$ cat config.mk
export PLATFORM = sky130hd
export DESIGN_NAME = fifo_rd_burst
export DESIGN_NICKNAME = d
export VERILOG_FILES = /design/src/rtl/fifo_rd_burst.sv
export SDC_FILE = /design/constraint.sdc
export NUM_CORES = 1
export LEC_CHECK = 0
export ABC_AREA = 1
export CAP_MARGIN = 20
export CORE_AREA = 2 2 71 73
export CTS_CLUSTER_DIAMETER = 100
export DETAILED_ROUTE_END_ITERATION = 8
export DIE_AREA = 0 0 73 75
export HOLD_SLACK_MARGIN = 0.02
export PLACE_DENSITY = 0.82
export SLEW_MARGIN = 20
export SYNTH_ARGS = -nofsm -noshare
export SYNTH_HDL_FRONTEND = slang
export SYNTH_SLANG_ARGS = --single-unit
export TNS_END_PERCENT = 20
$ cat constraint.sdc
create_clock -name rclk -period 3.8 [get_ports rclk]
set_input_delay 1.14 -clock rclk [delete_from_list [all_inputs] [get_ports rclk]]
set_output_delay 1.14 -clock rclk [all_outputs]
set_load 0.02 [all_outputs]
$ cat src/rtl/fifo_rd_burst.sv
// Drains len words from the async FIFO read port onto a valid/ready stream; word visible 1 rclk after its pop.
// Backpressure: m_ready low fills the 2-entry skid buffer, then rinc stops (rinc uses registered occupancy only).
module fifo_rd_burst #(
  parameter int DATA_SIZE = 8,
  parameter int LEN_W     = 8
) (
  input  logic                 rclk,
  input  logic                 rrst_n,
  input  logic [DATA_SIZE-1:0] rdata,
  input  logic                 rempty,
  output logic                 rinc,
  input  logic                 start,
  input  logic [LEN_W-1:0]     len,
  output logic                 busy,
  output logic                 done,
  output logic [DATA_SIZE-1:0] m_data,
  output logic                 m_valid,
  input  logic                 m_ready,
  output logic [LEN_W-1:0]     word_cnt,
  output logic [DATA_SIZE-1:0] xsum
);

  localparam logic [1:0] S_IDLE  = 2'd0;
  localparam logic [1:0] S_READ  = 2'd1;
  localparam logic [1:0] S_FLUSH = 2'd2;

  logic [1:0]           state_q, state_d;
  logic [LEN_W-1:0]     remaining_q, remaining_d;
  logic [DATA_SIZE-1:0] buf0_q, buf0_d;
  logic [DATA_SIZE-1:0] buf1_q, buf1_d;
  logic [1:0]           count_q, count_d;
  logic                 done_q, done_d;
  logic [LEN_W-1:0]     word_cnt_q, word_cnt_d;
  logic [DATA_SIZE-1:0] xsum_q, xsum_d;
  logic                 push, pop;

  assign rinc     = (state_q == S_READ) && !rempty && (remaining_q != '0) && (count_q < 2'd2);
  assign push     = rinc;
  assign m_valid  = (count_q != 2'd0);
  assign pop      = m_valid && m_ready;
  assign m_data   = buf0_q;
  assign busy     = (state_q != S_IDLE);
  assign done     = done_q;
  assign word_cnt = word_cnt_q;
  assign xsum     = xsum_q;

  always_comb begin
    state_d     = state_q;
    remaining_d = remaining_q;
    buf0_d      = buf0_q;
    buf1_d      = buf1_q;
    count_d     = count_q;
    done_d      = 1'b0;
    word_cnt_d  = word_cnt_q;
    xsum_d      = xsum_q;

    if (pop) begin
      word_cnt_d = word_cnt_q + 1'b1;
      xsum_d     = xsum_q ^ buf0_q;
    end

    // buf0 is always the head; simultaneous push/pop only happens at occupancy 1
    case ({push, pop})
      2'b10: begin
        if (count_q == 2'd0) buf0_d = rdata;
        else                 buf1_d = rdata;
        count_d = count_q + 2'd1;
      end
      2'b01: begin
        buf0_d  = buf1_q;
        count_d = count_q - 2'd1;
      end
      2'b11: buf0_d = rdata;
      default: ;
    endcase

    case (state_q)
      S_IDLE: begin
        if (start) begin
          word_cnt_d = '0;
          xsum_d     = '0;
          if (len != '0) begin
            remaining_d = len;
            state_d     = S_READ;
          end else begin
            done_d = 1'b1;
          end
        end
      end
      S_READ: begin
        if (push) begin
          remaining_d = remaining_q - 1'b1;
          if (remaining_q == LEN_W'(1)) state_d = S_FLUSH;
        end
      end
      S_FLUSH: begin
        // done only once the final word is taken downstream
        if (pop && (count_q == 2'd1)) begin
          state_d = S_IDLE;
          done_d  = 1'b1;
        end
      end
      default: state_d = S_IDLE;
    endcase
  end

  always_ff @(posedge rclk or negedge rrst_n) begin
    if (!rrst_n) begin
      state_q     <= S_IDLE;
      remaining_q <= '0;
      buf0_q      <= '0;
      buf1_q      <= '0;
      count_q     <= 2'd0;
      done_q      <= 1'b0;
      word_cnt_q  <= '0;
      xsum_q      <= '0;
    end else begin
      state_q     <= state_d;
      remaining_q <= remaining_d;
      buf0_q      <= buf0_d;
      buf1_q      <= buf1_d;
      count_q     <= count_d;
      done_q      <= done_d;
      word_cnt_q  <= word_cnt_d;
      xsum_q      <= xsum_d;
    end
  end

endmodule

; ---- Yosys cells after proc, flatten, opt, wreduce, memory -nomap -nowiden
; Cells that the tools add are included.
[totals]
register_bits = 45
input_bits = 21
wordCells = 70
out_inout_bits = 28
[op_classes]
add_sub_neg = 4
magnitude_cmp = 1
muxes = 23
eq_ne = 13
reduce_logical = 19
bitwise_logic = 2
[op_table]
columns = cell, n
row1 = two-way mux 8 bit, 10
row2 = one-hot mux 8 bit (3 select lines), 1
row3 = one-hot mux 8 bit (2 select lines), 1
row4 = nonzero test 8 bit, 2
row5 = two-way mux 2 bit, 5
row6 = "!= test 2 bit, second input constant", 5
row7 = "adder 8 x 1 -> 8 bit, second input constant", 1
row8 = "equality test 8 x 1 -> 1 bit, second input constant", 1
row9 = nonzero test 2 bit, 4
row10 = "subtractor 8 x 1 -> 8 bit, second input constant", 1
row11 = bitwise XOR 8 bit, 1
row12 = "equality test 2 x 1 -> 1 bit, second input constant", 3
row13 = "equality test 2 bit, second input constant", 3
row14 = one-hot mux 2 bit (3 select lines), 1
row15 = logical AND 1 bit, 5
row16 = AND reduction 5 bit, 1
row17 = logical NOT 2 bit, 2
row18 = one-hot mux 2 bit (2 select lines), 1
row19 = AND reduction 2 bit, 2
row20 = AND reduction 4 bit, 1
row21 = two-way mux 1 bit, 3
row22 = nonzero test 3 bit, 1
row23 = "adder 2 x 1 -> 2 bit, second input constant", 1
row24 = "< comparator 2 bit, second input constant", 1
row25 = 5 further kinds, 5

; ---- Longest topological paths before layout
[depth]
ltp_word = 7
ltp_mapped = 11
mapped_depth_nobuf = 10

; ---- Worst setup path before layout
; No wires, ideal clock.
[synth_path]
path_type = input port to output port
start = in rempty
end = out rinc
n_path_buf = 0
t_arrival_ns = 1.592
path_stages = 5
path_slack_ns = 1.068
required_time_ns = 2.660
path_cell_list = inv_1 > nand2_1 > nor2_2 > o21ai_4 > inv_2
[synth_via]
elab_chain_len = 4
[synth_rtl]
columns = item, line
row1 = start: declaration, 10  ; input logic rempty,
row2 = logical NOT 1 bit, 37  ; assign rinc = (state_q == S_READ) && !rempty && (remaining_q != '0) && (count_q < 2'd2);
row3 = logical AND 1 bit (3 in a row), 37
row4 = end: declaration, 11  ; output logic rinc,
; No other way between the ends.

; ---- Worst setup path after layout
; Same ends and word-level chain as after synthesis.

==> metrics.yaml <==
status: "finished clean"
relSlewSlack_pct: 34.7
synth_top_cell_area_share_pct: 45.2
die_w_um: 73
htreeDepth: 2
crit_path_max_fanout: 3
synth_ff_type: "dfrtp_1"
die_area_um2: 5480
synth_cells: 326
wl_mm: 5.24
tns_ns: 0
hold_buffers: 0
drt-wirelength-per-cell_um: 12.1
worstSetupStartpointType: "input port"
stdcell_area_um2: 3130
drc_errors: 0
n_antenna_cell: 0
synthesis.area_um2: 2490
io_pins: 49
layout_worst_path_cycle_share_pct: 97.1
grt_pass1_wl_mm: 8.80
clock_sinks: 45
r2r_setup_slack_ns: 1.54
worstMarginPinSlew_ns: 0.979
start_util_pct: 53.4
gp_congestion: 0.853
fmax_ghz: 0.271
via_per_inst: 5.00
p_total_mw: 2.56
die_h_um: 75
antenna_found_initial: 0
power_density_nw_per_um2: 816
nNetsFinal: 405
grt_max_degree: 46
finalHoldViolCount: 0
cap_viol_max_count: 0
cts_resized: 0
clkPwrFrac_pct: 14.2
crit_arrival_ns: 2.55
synth_most_common_cell: "nand2_1"
placed_area_um2: 3020
num_rows: 25
cts_buffers: 5
swShare_pct: 44.6
timing.final.ws_setup_ns: 0.112
p_int_mw: 1.42
pwr-share-comb_pct: 52.5
io_buffers: 48
dpl_worst_slack_ns: 0.111
ys_seq_area_share_pct: 45.2
synth_largest_area_cell: "dfrtp_1"
endpoint_kind: "output port"
p_seq_share_pct: 33.4
critical_path.top_delay_family: "buffers and inverters"
clock_path_buffers: 2
grt-ovfl-total: 0
worst-endpoint-required_ns: 2.66
path_buf_inv: 4
async_flop_share_pct: 100
syn2layout_area_growth_pct: 25.8
max-vdd-ir-drop_mv: 0.330
clock_skew_ns: 0.0142
grt_pass1_vias: 2004
cts_tree: "yes"
drt_iter0_markers: 149
ctsRootBufferMaster: "clkbuf_8"
clock_latency_ns: 0.30
slowest_delay_ns: 0.59
hpwl_mm: 3.87
leakagePower_nw: 1.53
synth-seq-cells: 45
p_sw_mw: 1.14
drive_gt1_share_pct: 8.73
post-cts-setup-buffers: 0
ys_types: 30
setup_viol: 0
critPathSlowestCell: "clkdlybuf4s50_1"
synthTopCellsByArea: "dfrtp_1 (45%), nand2_1 (16%), nor2_1 (5.3%), inv_1 (4.2%), o21ai_0 (4.0%)"
finalCriticalPeriod_ns: 3.69
synth_warnings: 0
track_usage_pct: 20.9
synth_edf_count: 0
crit_path_frequent_cell: "clkdlybuf4s50_1"
clk_pin_slew_ns: 0.09
path_class: "in2out"
avgSynthCellArea_um2: 7.64
synthTopCellsByCount: "nand2_1 (108), dfrtp_1 (45), nor2_1 (35)"
syn_nets: 354
vias: 2162
cp_cell_sequence: "clkdlybuf4s50_1 > inv_1 > nand2_1 > nor2_2 > o21ai_4 > inv_2 > clkdlybuf4s50_1"
drtAntennaViolNets: 0
slew_viol_final: 0
drt_pre_antenna_iters: 4
coreArea_um2: 4660
rsz0062_at_grt: "no"
min_path_type: "reg2reg"
[through the flow]
step / instances / util, % / hold slack, ns
3_5_place_dp: 424 / 64.8 / 0.460
3_3_place_gp: 424 / 64.8 / 0.458
4_1_cts: 432 / 67.2 / 0.474
2_1_floorplan: 326 / - / 0.450
6_report: 432 / 67.2 / 0.473
5_1_grt: 432 / 67.2 / 0.504
[state kept, by name, indices dropped and copies added (netlist names)]
register,count
state_q,2
m_data,8
word_cnt,8
buf1_q,8
xsum,8
count_q,2
remaining_q,8
done,1
[placed cells by master (no fill, tap or decap), types with 2 or more instances in the layout]
cell and count:
nand2_1 108, clkdlybuf4s50_1 47, dfrtp_1 45, nor2_1 35
inv_1 28, o21ai_0 20, nand3_1 15, a21oi_1 9
inv_2 7, o21ai_1 7, ha_1 7, nand4_1 6
xor2_1 6, nor2_2 5, clkbuf_8 5, nand2_2 3
xnor2_1 3, nor3_1 2, nand2_8 2, o21ai_2 2
buf_4 2
[power by group through the flow]
stage | combinational, mW | clock (mW) | sequential, mW
floorplan | 0.799 | 0 | 0.943
global placement | 1.30 | 0 | 0.853
detailed placement | 1.33 | 0 | 0.861
CTS | 1.34 | 0.365 | 0.851
global route | 1.50 | 0.382 | 0.881
finish | 1.34 | 0.362 | 0.852
[final cells by class]
type	count	area, um^2
timing repair buffer	50	490
fill	398	1530
multi-input combinational	240	1210
clock buffer	6	72.6
inverter	35	131
clock inverter	2	38.8
sequential	45	1130
tap	54	67.6
[final timing paths]
kind | start | endpoint | depth (start not counted)
max in group asynchronous | rrst_n | remaining_q[1] | 1
min in group asynchronous | rrst_n | buf1_q[1] | 1
hold reg to reg | xsum[4] | xsum[4] | 1
setup / recovery | rempty | rinc | 7
hold / removal | xsum[4] | xsum[4] | 1
setup reg to reg | remaining_q[0] | buf1_q[5] | 10
[per-layer routing]
layer  up-vias  track usage (%)  part of all wire (%)  wire length, um
met5         -                0                     0                0
met3         6             4.55                   4.0              210
met1       975             26.8                    47             2450
li1       1130                -                     -                -
met4         0             6.58                   1.3               70
met2        51             35.4                    48             2510
[logic make-up after synthesis]
logic type                 count (synthesis)  share of synthesized area (%)
DFF                                       45                           45.2
adders and majority gates                  7                           3.52
and+or+nand+nor                          182                           32.3
AOI/OAI and AO/OA                         42                           9.50
buffers and inverters                     41                           6.33
xor gates and xnor gates                   9                           3.17
Note: power is estimated with default switching activity, not from simulation.
